<file path="config.mk">
export PLATFORM = sky130hd
export DESIGN_NAME = seq_detector_param
export DESIGN_NICKNAME = d
export VERILOG_FILES = /design/src/rtl/seq_det_pkg.sv /design/src/rtl/sat_counter.sv /design/src/rtl/seq_detector_param.sv
export SDC_FILE = /design/constraint.sdc
export NUM_CORES = 1
export LEC_CHECK = 0
export CELL_PAD_IN_SITES_DETAIL_PLACEMENT = 0
export CELL_PAD_IN_SITES_GLOBAL_PLACEMENT = 1
export CORE_ASPECT_RATIO = 0.8
export CORE_MARGIN = 2
export CORE_UTILIZATION = 34
export DETAILED_ROUTE_END_ITERATION = 12
export HOLD_SLACK_MARGIN = 0.02
export PLACE_DENSITY = 0.8
export SLEW_MARGIN = 15
export SYNTH_ARGS = -nofsm -noshare
export SYNTH_HDL_FRONTEND = slang
export SYNTH_HIERARCHICAL = 1
export SYNTH_SLANG_ARGS = --single-unit
</file>
<file path="constraint.sdc">
create_clock -name clk -period 2 [get_ports clk]
set_clock_uncertainty 0.15 [all_clocks]
set_input_delay 0.5 -clock clk [delete_from_list [all_inputs] [get_ports clk]]
set_output_delay 0.5 -clock clk [all_outputs]
set_load 0.01 [all_outputs]
</file>
<file path="src/rtl/seq_det_pkg.sv">
// Shared types and constants for the parametrised serial pattern detector.
package seq_det_pkg;

  localparam int unsigned STATE_W = 2;

  // State encoding is also what state_o reports; 2'b11 is the spare code.
  typedef enum logic [STATE_W-1:0] {
    ST_FILL = 2'b00,
    ST_HUNT = 2'b01,
    ST_LOAD = 2'b10
  } state_e;

  localparam logic [3:0] DEFAULT_PAT = 4'b1011;

endpackage

</file>
<file path="src/rtl/sat_counter.sv">
// Saturating event counter with a sticky flag raised on the increment that reaches all-ones.
module sat_counter #(
  parameter int unsigned W = 8
) (
  input  logic         clk,
  input  logic         reset,
  input  logic         inc,
  input  logic         clr,
  output logic [W-1:0] count,
  output logic         sat
);

  localparam logic [W-1:0] MAX_CNT = '1;

  // A clear coinciding with an increment counts that event on top of the clear.
  always_ff @(posedge clk) begin
    if (reset) begin
      count <= '0;
      sat   <= 1'b0;
    end else if (clr) begin
      count <= inc ? W'(1) : '0;
      sat   <= 1'b0;
    end else if (inc && (count != MAX_CNT)) begin
      count <= count + W'(1);
      if (count == (MAX_CNT - W'(1))) begin
        sat <= 1'b1;
      end
    end
  end

endmodule

</file>
<file path="src/rtl/seq_detector_param.sv">
// Serial pattern detector with a runtime-loadable PAT_LEN-bit pattern,
// overlapping/non-overlapping modes and a saturating match counter.
module seq_detector_param
  import seq_det_pkg::*;
#(
  parameter int unsigned            PAT_LEN   = 4,
  parameter logic [PAT_LEN-1:0]     RESET_PAT = PAT_LEN'(DEFAULT_PAT),
  parameter int unsigned            CNT_W     = 8
) (
  input  logic               clk,
  input  logic               reset,
  input  logic               in,
  input  logic               in_valid,
  input  logic               overlap,
  input  logic               pat_load,
  input  logic [PAT_LEN-1:0] pat_in,
  input  logic               clr_count,
  output logic               out,
  output logic [CNT_W-1:0]   match_count,
  output logic               count_sat,
  output logic [STATE_W-1:0] state_o
);

  localparam int unsigned         FILL_W    = $clog2(PAT_LEN + 1);
  localparam logic [FILL_W-1:0]   FILL_LAST = FILL_W'(PAT_LEN - 1);
  localparam logic [FILL_W-1:0]   FILL_FULL = FILL_W'(PAT_LEN);

  state_e             r_state;
  logic [PAT_LEN-1:0] r_hist;
  logic [PAT_LEN-1:0] r_pat;
  logic [FILL_W-1:0]  r_fill;
  logic               r_out;

  logic               w_bit_ok;
  logic               w_armed;
  logic [PAT_LEN-1:0] w_window;
  logic               w_match;

  // A bit is usable unless a load is happening in the same cycle.
  assign w_bit_ok = in_valid && !pat_load;
  // The completing bit may arrive while still filling, as long as it is the PAT_LEN-th one.
  assign w_armed  = (r_state == ST_HUNT) ||
                    ((r_state == ST_FILL) && (r_fill == FILL_LAST));
  assign w_window = {r_hist[PAT_LEN-2:0], in};
  assign w_match  = w_bit_ok && w_armed && (w_window == r_pat);

  always_ff @(posedge clk) begin
    if (reset) begin
      r_state <= ST_FILL;
      r_hist  <= '0;
      r_pat   <= RESET_PAT;
      r_fill  <= '0;
      r_out   <= 1'b0;
    end else begin
      r_out <= w_match;
      if (pat_load) begin
        r_pat   <= pat_in;
        r_hist  <= '0;
        r_fill  <= '0;
        r_state <= ST_LOAD;
      end else if (in_valid) begin
        if (w_match && !overlap) begin
          r_hist  <= '0;
          r_fill  <= '0;
          r_state <= ST_FILL;
        end else begin
          r_hist <= w_window;
          if (r_state != ST_HUNT) begin
            if (r_fill == FILL_LAST) begin
              r_fill  <= FILL_FULL;
              r_state <= ST_HUNT;
            end else begin
              r_fill  <= r_fill + FILL_W'(1);
              r_state <= ST_FILL;
            end
          end
        end
      end else if ((r_state != ST_HUNT) && (r_state != ST_FILL)) begin
        // LOAD (or the spare code) always falls back to FILL after one cycle.
        r_state <= ST_FILL;
      end
    end
  end

  sat_counter #(
    .W (CNT_W)
  ) u_cnt (
    .clk   (clk),
    .reset (reset),
    .inc   (w_match),
    .clr   (clr_count),
    .count (match_count),
    .sat   (count_sat)
  );

  assign out     = r_out;
  assign state_o = r_state;

endmodule

</file>
==> insert_results.sql <==
INSERT INTO impl_metrics (metric_group, metric, value, unit) VALUES
('final_layout', 'final_layout_size_suffix_gt1_share', '25.7', '%'),
('logic_synthesis', 'yosys-top-cells-area', 'sky130_fd_sc_hd__dfxtp_1 (40%), sky130_fd_sc_hd__ha_1 (4.6%), sky130_fd_sc_hd__mux2i_1 (4.6%)', ''),
('route', 'routed_via_density', '4.81', ''),
('logic_synthesis', 'synth_enable_flop_cells', '0', ''),
('cts', 'htree_levels', '1', ''),
('global_route', 'gr-total-overflow', '0', ''),
('logic_synthesis', 'synth_area', '1100', 'µm²'),
('critical_path', 'worst-endpoint-required', '1.35', 'ns'),
('logic_synthesis', 'syn-mean-instance-area', '9.90', 'µm²'),
('hold_path', 'min_path_cells', '2', ''),
('pwr', 'p_leak', '0.566', 'nW'),
('floorplanning', 'initial_utilization', '35.6', '%'),
('route', 'drt_drc_violations_left', '0', ''),
('logic_synthesis', 'synth_most_common_cell', 'sky130_fd_sc_hd__dfxtp_1', ''),
('placed_design', 'final_gp_congestion', '0.810', ''),
('route', 'drtAntennaViolNets', '0', ''),
('timing', 'finalHoldViolations', '0', ''),
('logic_synthesis', 'postSynth.topFlopCell', 'sky130_fd_sc_hd__dfxtp_1', ''),
('critical_path', 'critical_path_arrival', '1.28', 'ns'),
('critical_path', 'critical_path.reg2reg.endpoint', 'u_cnt/count[3]', ''),
('pwr', 'power.density', '525', 'nW/µm²'),
('timing', 'maxSlewHeadroom', '75.7', '%'),
('logic_synthesis', 'synth.ff_latch_count', '22', ''),
('logic_synthesis', 'async_reset_ff_share', '0', '%'),
('floorplanning', 'die_height', '54.8', 'µm'),
('global_route', 'grtUsageTotal', '13.7', '%'),
('timing', 'finalHoldWorstSlack', '0.323', 'ns'),
('cts', 'clkSlewWorstSetupHoldPaths', '0.08', 'ns'),
('hold_path', 'min_from', 'r_fill[0]', ''),
('logic_synthesis', 'synth_cells', '111', ''),
('global_route', 'grt_pass1_wl', '3710', 'µm'),
('route', 'routed_wl', '2360', 'µm'),
('logic_synthesis', 'synth_area_leader_cell', 'sky130_fd_sc_hd__dfxtp_1', ''),
('timing', 'worst_slew_pin_tran', '0.365', 'ns'),
('floorplanning', 'core_area', '3090', 'µm²'),
('critical_path', 'path_buf_inv', '1', ''),
('route', 'drtPass1Iterations', '3', ''),
('logic_synthesis', 'yosysWarnings', '6', ''),
('critical_path', 'r2r_setup_slack', '0.09', 'ns'),
('timing', 'slew_violations', '0', ''),
('hold_path', 'whs_endpoint', 'r_fill[0]', ''),
('logic_synthesis', 'synth.top_cell.area_share', '40.1', '%'),
('placed_design', 'detailedPlacementHpwl', '1870', 'µm'),
('job', 'maxCapViolations', '0', ''),
('floorplanning', 'die_area', '3700', 'µm²'),
('floorplanning', 'i_o_pin_total', '23', ''),
('final_layout', 'area_growth', '39.2', '%'),
('logic_synthesis', 'synth.net_count', '126', ''),
('timing', 'final.period_utilization', '96.3', '%'),
('logic_synthesis', 'synth.yosys.seq_area_share', '40.1', '%'),
('pwr', 'power.ir.vdd_worst', '0.360', 'mV'),
('critical_path', 'crit_path_max_fanout', '6', ''),
('logic_synthesis', 'synth_cell_types', '39', ''),
('cts', 'clock-root-buffer', 'sky130_fd_sc_hd__clkbuf_8', ''),
('route', 'num_vias', '905', ''),
('critical_path', 'critical_path.cell_chain', 'clkdlybuf4s50_1', ''),
('timing', 'max_freq', '519', 'MHz'),
('critical_path', 'critical_path.endpoint_type', 'output port', ''),
('hold_path', 'min-delay-path-class', 'flip-flop to flip-flop', ''),
('floorplanning', 'placement_rows', '18', ''),
('floorplanning', 'die_width', '67.6', 'µm'),
('run_status', 'status', 'finished clean', ''),
('critical_path', 'critical_path.top_delay_family', 'buffers and inverters', ''),
('cts', 'cts_buffers', '3', ''),
('cts', 'clock_sinks', '22', ''),
('timing', 'fin_setup_tns', '0', 'ns'),
('route', 'detail_route.iter0.violations', '25', ''),
('final_layout', 'final_nets', '165', ''),
('timing', 'unrepaired_setup_endpoints_after_global_routing', 'false', ''),
('logic_synthesis', 'most_used_standard_cells_in_the_synthesized_netlist', 'sky130_fd_sc_hd__dfxtp_1 (22), sky130_fd_sc_hd__nor2_1 (13), sky130_fd_sc_hd__a21oi_1 (6)', ''),
('cts', 'cts_hold_buf', '0', '');
## how the worst max path moves through the flow
stage	startpoint	endpoint	slack, ns	cells past startpoint
3_3_place_gp	in	u_cnt/count[5]	-0.26	8
3_5_place_dp	in	u_cnt/count[6]	-0.33	8
2_1_floorplan	pat_load	u_cnt/count[6]	0.04	8
4_1_cts	pat_load	u_cnt/count[6]	0.002	8
6_report	u_cnt/count[7]	match_count[7]	0.07	1
5_1_grt	r_fill[0]	u_cnt/sat	0.005	10
## timing repair
action	4_1_cts	5_1_grt
setup buffers	2	1
cloned	0	0
gates resized for setup	2	6
pin swaps	4	5
endpoints found under the setup margin	3	8
## logic make-up (layout without fill, tap and decap cells)
family / after synthesis / count (layout) / share of synthesized area, %
compound gates: 23 / 23 / 16.6
xor+xnor: 4 / 4 / 4.56
fa+ha+maj: 4 / 4 / 4.56
buf+inv: 7 / 44 / 3.76
flops: 22 / 22 / 40.1
mux: 5 / 5 / 4.56
simple gates: 46 / 46 / 25.9
## routing by layer
metal / routed length, µm / vias to the layer above / part of all wire [%] / global-route usage [%]
met5: 0 / - / 0 / 0
met4: 10 / 0 / 0.42 / 5.10
met3: 72 / 2 / 3.1 / 2.67
met2: 1130 / 13 / 48 / 22.9
met1: 1150 / 418 / 49 / 17.5
li1: - / 472 / - / -
## power breakdown
part	leakage, nW	internal (W)	switching (W)
logic	0.365	0.0000459	0.0000332
clock network	0.0216	0.000134	0.000135
registers	0.179	0.000446	0.00000772
## sequential cells by signal, summed over array words and instances, names as in the netlist
name / cells
r_hist: 3
state_o: 2
r_fill: 3
u_cnt/sat: 1
u_cnt/count: 8
r_pat: 4
out: 1
## layout make-up
type	instances	area, µm²
fillers	280	1560
multi-input cells	82	643
inverters	3	11.3
flip-flops and latches	22	442
well taps	40	50.0
clock buffers	3	41.3
repair buffers	38	342
## cell usage in the layout, fill, tap and decap left out, types with 3 or more instances in the layout
master | netlist | layout
sky130_fd_sc_hd__a211o_1 | 3 | 3
sky130_fd_sc_hd__nand2_1 | 4 | 4
sky130_fd_sc_hd__nor2_1 | 13 | 12
sky130_fd_sc_hd__buf_4 | 2 | 16
sky130_fd_sc_hd__inv_1 | 3 | 3
sky130_fd_sc_hd__clkdlybuf4s50_1 | 0 | 20
sky130_fd_sc_hd__clkbuf_8 | 0 | 3
sky130_fd_sc_hd__mux2i_1 | 5 | 5
sky130_fd_sc_hd__nor2b_1 | 5 | 5
sky130_fd_sc_hd__nand3_1 | 5 | 5
sky130_fd_sc_hd__dfxtp_1 | 22 | 21
sky130_fd_sc_hd__nor3_1 | 5 | 5
sky130_fd_sc_hd__a21oi_1 | 6 | 6
## metrics by stage
step,setup slack (ns),instances,total power [W],area [µm²]
after floorplan,0.0359,111,0.000508,1100
final,0.0734,188,0.000802,1530
after detailed placement,-0.325,182,0.000545,1440
after CTS,0.00177,187,0.000814,1500
after global placement,-0.265,182,0.000542,1440
after global routing,0.00528,188,0.000836,1530
(Power assumes the default switching activity.)
